[src/rtl/commit_port_arbiter.sv]
// Arbitrates six execute-stage result producers onto the two registered commit lanes.
// Define COMMIT_ARB_STARVE_GUARD_EN to add per-requester wait counters that can override mul_div priority.
module commit_port_arbiter #(
   parameter int PAYLOAD_W    = 160,
   parameter int STARVE_LIMIT = 8
) (
   input  logic                 clk,
   input  logic                 reset,
   input  logic                 flush_i,
   input  logic                 alu1_valid_i,
   output logic                 alu1_ready_o,
   input  logic [PAYLOAD_W-1:0] alu1_bus_i,
   input  logic                 bru_valid_i,
   output logic                 bru_ready_o,
   input  logic [PAYLOAD_W-1:0] bru_bus_i,
   input  logic                 alu2_valid_i,
   output logic                 alu2_ready_o,
   input  logic [PAYLOAD_W-1:0] alu2_bus_i,
   input  logic                 agu_valid_i,
   output logic                 agu_ready_o,
   input  logic [PAYLOAD_W-1:0] agu_bus_i,
   input  logic                 sp_valid_i,
   output logic                 sp_ready_o,
   input  logic [PAYLOAD_W-1:0] sp_bus_i,
   input  logic                 mul_div_valid_i,
   output logic                 mul_div_ready_o,
   input  logic [PAYLOAD_W-1:0] mul_div_bus1_i,
   input  logic [PAYLOAD_W-1:0] mul_div_bus2_i,
   input  logic                 commit_ready_i,
   output logic [PAYLOAD_W-1:0] commit_bus1_o,
   output logic [PAYLOAD_W-1:0] commit_bus2_o,
   output logic                 commit_valid1_o,
   output logic                 commit_valid2_o
);

   localparam int NREQ = 5;
   localparam int ALU1 = 0;
   localparam int BRU  = 1;
   localparam int AGU  = 2;
   localparam int ALU2 = 3;
   localparam int SP   = 4;

   if (STARVE_LIMIT < 1 || STARVE_LIMIT > 15) begin : gBadStarveLimit
      $error("commit_port_arbiter: STARVE_LIMIT must be in 1..15");
   end

   logic                 valid1_q, valid2_q;
   logic [PAYLOAD_W-1:0] bus1_q, bus2_q;
   logic [PAYLOAD_W-1:0] bus1_d, bus2_d;
   logic                 lane1Ptr_q, lane1Ptr_d;
   logic [1:0]           lane2Ptr_q, lane2Ptr_d;
   logic [NREQ-1:0]      reqValid;
   logic [NREQ-1:0]      laneGrant;
   logic [3:0]           lane2Req;
   logic                 take, grantEn, laneEn, mdGrant, starveHit;

   assign reqValid = {sp_valid_i, alu2_valid_i, agu_valid_i, bru_valid_i, alu1_valid_i};
   // Lane-2 requesters in pointer order (0=agu, 1=alu2, 2=sp); slot 3 never requests.
   assign lane2Req = {1'b0, sp_valid_i, alu2_valid_i, agu_valid_i};

   assign take    = !(valid1_q || valid2_q) || commit_ready_i;
   assign grantEn = take && !flush_i && !reset;
   assign mdGrant = grantEn && mul_div_valid_i && !starveHit;
   assign laneEn  = grantEn && !mdGrant;

   function automatic logic [1:0] wrapInc(input logic [1:0] p);
      return (p == 2'd2) ? 2'd0 : p + 2'd1;
   endfunction

   always_comb begin
      logic [1:0] cand;
      logic       found;
      laneGrant  = '0;
      lane1Ptr_d = lane1Ptr_q;
      lane2Ptr_d = lane2Ptr_q;
      cand       = lane2Ptr_q;
      found      = 1'b0;
      if (laneEn) begin
         if (alu1_valid_i && (!lane1Ptr_q || !bru_valid_i)) begin
            laneGrant[ALU1] = 1'b1;
            lane1Ptr_d      = 1'b1;
         end else if (bru_valid_i) begin
            laneGrant[BRU] = 1'b1;
            lane1Ptr_d     = 1'b0;
         end
         // First requester found walking forward from the pointer wins lane 2.
         for (int k = 0; k < 3; k++) begin
            if (!found && lane2Req[cand]) begin
               found      = 1'b1;
               lane2Ptr_d = wrapInc(cand);
               unique case (cand)
                  2'd0:    laneGrant[AGU]  = 1'b1;
                  2'd1:    laneGrant[ALU2] = 1'b1;
                  default: laneGrant[SP]   = 1'b1;
               endcase
            end
            cand = wrapInc(cand);
         end
      end
   end

   always_comb begin
      bus1_d = '0;
      bus2_d = '0;
      if (mdGrant) begin
         bus1_d = mul_div_bus1_i;
         bus2_d = mul_div_bus2_i;
      end else begin
         if (laneGrant[ALU1])      bus1_d = alu1_bus_i;
         else if (laneGrant[BRU])  bus1_d = bru_bus_i;
         if (laneGrant[AGU])       bus2_d = agu_bus_i;
         else if (laneGrant[ALU2]) bus2_d = alu2_bus_i;
         else if (laneGrant[SP])   bus2_d = sp_bus_i;
      end
   end

`ifdef COMMIT_ARB_STARVE_GUARD_EN
   logic [3:0]      waitCnt_q [NREQ];
   logic [NREQ-1:0] starving;

   always_comb begin
      starving = '0;
      for (int i = 0; i < NREQ; i++) begin
         starving[i] = reqValid[i] && (waitCnt_q[i] >= 4'(STARVE_LIMIT));
      end
   end
   assign starveHit = |starving;

   // Counts consecutive cycles a requester has waited; saturates rather than wrapping.
   always_ff @(posedge clk) begin
      for (int i = 0; i < NREQ; i++) begin
         if (reset || flush_i || !reqValid[i] || laneGrant[i]) begin
            waitCnt_q[i] <= 4'd0;
         end else if (waitCnt_q[i] != 4'd15) begin
            waitCnt_q[i] <= waitCnt_q[i] + 4'd1;
         end
      end
   end
`else
   assign starveHit = 1'b0;
`endif

   // Output stage reloads only when commit can take it; pointers follow lane grants only.
   always_ff @(posedge clk) begin
      if (reset || flush_i) begin
         valid1_q   <= 1'b0;
         valid2_q   <= 1'b0;
         bus1_q     <= '0;
         bus2_q     <= '0;
         lane1Ptr_q <= 1'b0;
         lane2Ptr_q <= 2'd0;
      end else begin
         lane1Ptr_q <= lane1Ptr_d;
         lane2Ptr_q <= lane2Ptr_d;
         if (take) begin
            valid1_q <= mdGrant || laneGrant[ALU1] || laneGrant[BRU];
            valid2_q <= mdGrant || laneGrant[AGU] || laneGrant[ALU2] || laneGrant[SP];
            bus1_q   <= bus1_d;
            bus2_q   <= bus2_d;
         end
      end
   end

   assign alu1_ready_o    = laneGrant[ALU1];
   assign bru_ready_o     = laneGrant[BRU];
   assign agu_ready_o     = laneGrant[AGU];
   assign alu2_ready_o    = laneGrant[ALU2];
   assign sp_ready_o      = laneGrant[SP];
   assign mul_div_ready_o = mdGrant;
   assign commit_valid1_o = valid1_q;
   assign commit_valid2_o = valid2_q;
   assign commit_bus1_o   = bus1_q;
   assign commit_bus2_o   = bus2_q;

endmodule

[config.mk]
export PLATFORM = sky130hd
export DESIGN_NAME = commit_port_arbiter
export DESIGN_NICKNAME = d
export VERILOG_FILES = /design/src/rtl/commit_port_arbiter.sv
export SDC_FILE = /design/constraint.sdc
export NUM_CORES = 1
export LEC_CHECK = 0
export BUFFER_PORTS_ARGS = -buffer_cell sky130_fd_sc_hd__buf_2
export CORE_AREA = 2 2 576 578
export DETAILED_ROUTE_END_ITERATION = 16
export DIE_AREA = 0 0 578 580
export PLACE_DENSITY = 0.3
export RECOVER_POWER = 100
export SETUP_SLACK_MARGIN = 0.15
export SYNTH_ARGS = -nofsm -noshare
export SYNTH_HDL_FRONTEND = slang
export SYNTH_SLANG_ARGS = --single-unit
export TNS_END_PERCENT = 50
[constraint.sdc]
create_clock -name clk -period 1.65 [get_ports clk]
set_input_delay 0.165 -clock clk [delete_from_list [all_inputs] [get_ports clk]]
set_output_delay 0.165 -clock clk [all_outputs]
set_load 0.005 [all_outputs]
==> reports/summary.txt <==
====================================================================================================
Number of clock sinks                                                                            325
CP endpoint                                                                             commit_bus1_o[38]$_SDFFE_PP0N_
EDFF count, synth                                                                                  0
Min cycle time layout                                                                        2.39 ns
Worst setup SP type                                                                        flip-flop
Setup Viol. Count Final                                                                          332
Leak                                                                                         18.5 nW
Violations in the final reports                                                         setup timing
Remaining DRCs                                                                                     0
Die X-Extent                                                                                  578 µm
Initial DRT Pass Iterations                                                                        5
Outcome                                                                                 complete, but fails checks
WL per Instance                                                                              28.0 µm
Startpoint of the most critical register-to-register path                               commit_valid2_o$_SDFFE_PP0N_
Net switching power of the design                                                            10.9 mW
Worst setup path startpoint                                                             commit_valid2_o$_SDFFE_PP0N_
Post-synth ARST share                                                                              0
Source of the worst hold timing path                                                    mul_div_bus2_i[46]
Classification of the worst setup path                                                    reg -> reg
H-tree levels                                                                                      2
Most used DFF post-synth                                                                sky130_fd_sc_hd__dfxtp_1
Register area                                                                            0.00652 mm²
Sequential-to-total area share from yosys stat                                                 0.348
Setup slack on the worst flop-to-flop path                                                  -0.74 ns
Count of mapped cells out of synthesis                                                         2,128
Initial standard-cell utilization of the core                                                 0.0567
Footprint of the multi-input gates                                                        0.0119 mm²
Post-placement setup slack                                                                 -0.660 ns
Number of global-route vias before repair                                                     33,400
Final hold violation count                                                                         0
Highest routing layer actually used                                                             met5
Area of the mapped netlist                                                                0.0187 mm²
Placer Congestion                                                                              0.988
Final-layout worst hold slack                                                              0.0531 ns
Crit share post-route                                                                           1.45
Chip height                                                                                   580 µm
Net Sw Frac                                                                                    0.353
Detailed placement HPWL                                                                   212,000 µm
Worst min path class                                                                       in -> reg
Worst r2r path cells                                                                              13
Overflow left after global routing                                                                 0
Initial antenna violation count                                                                  192
Arrival time at the worst endpoint                                                           3.03 ns
Deepest clock path buffer count                                                                    3
Met2 Routed Length                                                                        122,000 µm
Top-level I/O count                                                                            1,458
Relative contribution of sequential cells to total power                                       0.281
Cell at the root of the clock tree                                                      sky130_fd_sc_hd__clkbuf_16
Final std cells w/o fill                                                                       9,255
Placed instance area                                                                      0.0329 mm²
Detailed route wirelength on metal3                                                        21,100 µm
Category of the worst setup path capture point                                             flip-flop
Remaining max-slew budget at the tightest pin                                                  0.566
Ratio of cells with drive above 1 in the final layout                                          0.406
Via Count                                                                                     33,100
Final #Nets                                                                                    5,911
Cell count after placement                                                                     7,870
Floorplan row count                                                                              211
Comb pwr share                                                                                 0.346
Layout Area Growth over Synthesis                                                               162%
Register bit total from synthesis                                                                325
Total of warnings raised by yosys                                                                  0
Post-Route WL                                                                             259,000 µm
Largest net degree at the start of global routing                                                 62
Share of power burned in the clock network                                                     0.373
# port buffers                                                                                 1,457
Setup Skew                                                                                 0.0156 ns
First DRT Iteration DRCs                                                                       2,376
Wire length of the first global-routing pass                                              329,000 µm
Power density over cell area                                                              634 mW/mm²
Clock tree from TritonCTS                                                                       done
Remaining antenna violation count after routing                                                    0
Max IR drop VDD                                                                           0.000701 V
Max-cap violations                                                                                 0
Overall track demand over capacity in global routing                                           0.146
Die Footprint                                                                              0.335 mm²
Syn avg cell area                                                                           8.78 µm²
Total clock buffers created by CTS                                                                50
Per-cell via count in the routed design                                                         3.58
Final instance area                                                                       0.0489 mm²
Number of fill cells in the layout                                                            37,600
Worst-path maximum fanout                                                                          7
Internal Power                                                                               20.0 mW
Nets in the synthesized netlist                                                                3,258
Slew @ Worst Pin                                                                            0.648 ns
Skew-Pair Late Insertion Delay                                                               0.70 ns
Standard cell core area                                                                    0.329 mm²
RSZ-0062 raised after global routing                                                            true
Upper clock frequency limit                                                                0.419 GHz
Capturing point of the worst reg2reg path                                               commit_bus1_o[38]$_SDFFE_PP0N_
Clock-pin slew reported for the worst setup and hold paths after clock tree synthesis        0.06 ns
Post-route core utilization                                                                    0.148
Final Slew Violations                                                                              0
WP data required                                                                             2.29 ns
Final worst setup slack                                                                    -0.736 ns
Number of distinct library cells after synthesis                                                  34
M1 WL                                                                                     101,000 µm
====================================================================================================
sequential cells by signal, summed over array words and instances (netlist names):
signal / flops
commit_bus1_o: 160
commit_bus2_o: 160
lane2Ptr_q: 2
commit_valid1_o: 1
commit_valid2_o: 1
lane1Ptr_q: 1
power groups by stage:
stage	combinational (mW)	clock (mW)	sequential, mW
after floorplan	2.52	0	8.80
final	10.7	11.6	8.70
after global placement	7.21	0	8.84
after detailed placement	7.20	0	8.84
after global routing	11.3	12.3	8.74
after CTS	10.7	12.1	8.68
repair_timing:
item | 4_1_cts | 5_1_grt
setup buffers | 57 | 12
endpoints found under the hold margin | 324 | 0
pin swaps | 11 | 18
resized for setup | 204 | 98
hold buffers | 1121 | 0
cloned | 28 | 7
endpoints found under the setup margin | 424 | 410
worst max-delay path: stages, from the launching register on:
cell and delay (ns):
sky130_fd_sc_hd__dfxtp_2 0.32, sky130_fd_sc_hd__o21ba_4 0.26, sky130_fd_sc_hd__or3_4 0.38, sky130_fd_sc_hd__nor2_4 0.14, sky130_fd_sc_hd__buf_12 0.13, sky130_fd_sc_hd__buf_6 0.09, sky130_fd_sc_hd__buf_6 0.08, sky130_fd_sc_hd__buf_6 0.09
sky130_fd_sc_hd__buf_16 0.12, sky130_fd_sc_hd__buf_16 0.14, sky130_fd_sc_hd__buf_12 0.15, sky130_fd_sc_hd__buf_12 0.12, sky130_fd_sc_hd__clkbuf_16 0.16, sky130_fd_sc_hd__o2bb2ai_1 0.11
kinds of logic after synthesis:
| logic type | count (synthesis) | share of synthesized area |
|---|---|---|
| AO/OA/AOI/OAI | 1299 | 0.511 |
| flip-flops | 325 | 0.348 |
| buffers and inverters | 320 | 0.0697 |
| AND/OR/NAND/NOR | 184 | 0.0714 |
worst min path at each step:
stage                                     endpoint  cells past startpoint
floorplan                  lane1Ptr_q$_SDFFE_PP0P_                      1
global placement    commit_bus1_o[61]$_SDFFE_PP0N_                      2
finish              commit_bus2_o[46]$_SDFFE_PP0N_                      4
detailed placement  commit_bus1_o[85]$_SDFFE_PP0N_                      2
CTS                  commit_bus2_o[2]$_SDFFE_PP0N_                      4
global route         commit_bus2_o[4]$_SDFFE_PP0N_                      4
metal layers:
metal	vias up	GRT usage
met3	548	0.0420
met5	-	0
met2	1975	0.249
li1	14400	-
met1	16100	0.167
met4	68	0.0701
placed cells by master, fill, tap and decap left out, types with 156 or more instances in the layout:
master,synthesis,final
sky130_fd_sc_hd__a31o_2,160,157
sky130_fd_sc_hd__nand3b_1,160,160
sky130_fd_sc_hd__dlygate4sd3_1,0,1121
sky130_fd_sc_hd__a32oi_1,160,158
sky130_fd_sc_hd__a21oi_1,165,163
sky130_fd_sc_hd__buf_2,45,1169
sky130_fd_sc_hd__clkbuf_1,249,241
sky130_fd_sc_hd__o211ai_1,160,160
sky130_fd_sc_hd__buf_4,8,166
sky130_fd_sc_hd__o21ai_0,164,164
sky130_fd_sc_hd__a31oi_1,161,156
sky130_fd_sc_hd__dfxtp_1,325,320
cells in the mapped netlist (all sizes together) (2+ instances only):
master | instances | area (µm²)
nor3 | 2 | 10.0
dfxtp | 325 | 6510
nor2 | 8 | 37.5
o211ai | 160 | 1200
a211oi | 2 | 25.0
o21ai | 166 | 831
a21oi | 165 | 826
and3 | 2 | 12.5
nand2 | 4 | 15.0
o2bb2ai | 160 | 1400
clkbuf | 249 | 935
a221oi | 160 | 1400
inv | 3 | 11.3
a31o | 160 | 1400
a32oi | 160 | 1400
nor2b | 3 | 18.8
nand3b | 160 | 1200
buf | 68 | 357
a31oi | 161 | 1010
cell type report:
cell class / instances / share of cell area
Timing Repair Buffer: 2918 / 0.473
Sequential cell: 325 / 0.133
Multi-Input combinational cell: 1483 / 0.244
Tap cell: 4366 / 0.112
Inverter: 3 / 0.000230
Clock buffer: 76 / 0.0303
Clock inverter: 17 / 0.00330
Antenna cell: 67 / 0.00343
through the flow:
| stage | total power [mW] | TNS [ns] |
|---|---|---|
| after detailed placement | 16.0 | -60.39 |
| after CTS | 31.5 | -178.62 |
| after floorplan | 11.3 | 0 |
| after global placement | 16.1 | -58.33 |
| final | 31.0 | -176.85 |
| after global routing | 32.3 | -206.90 |
Note: power is estimated with default switching activity, not from simulation.
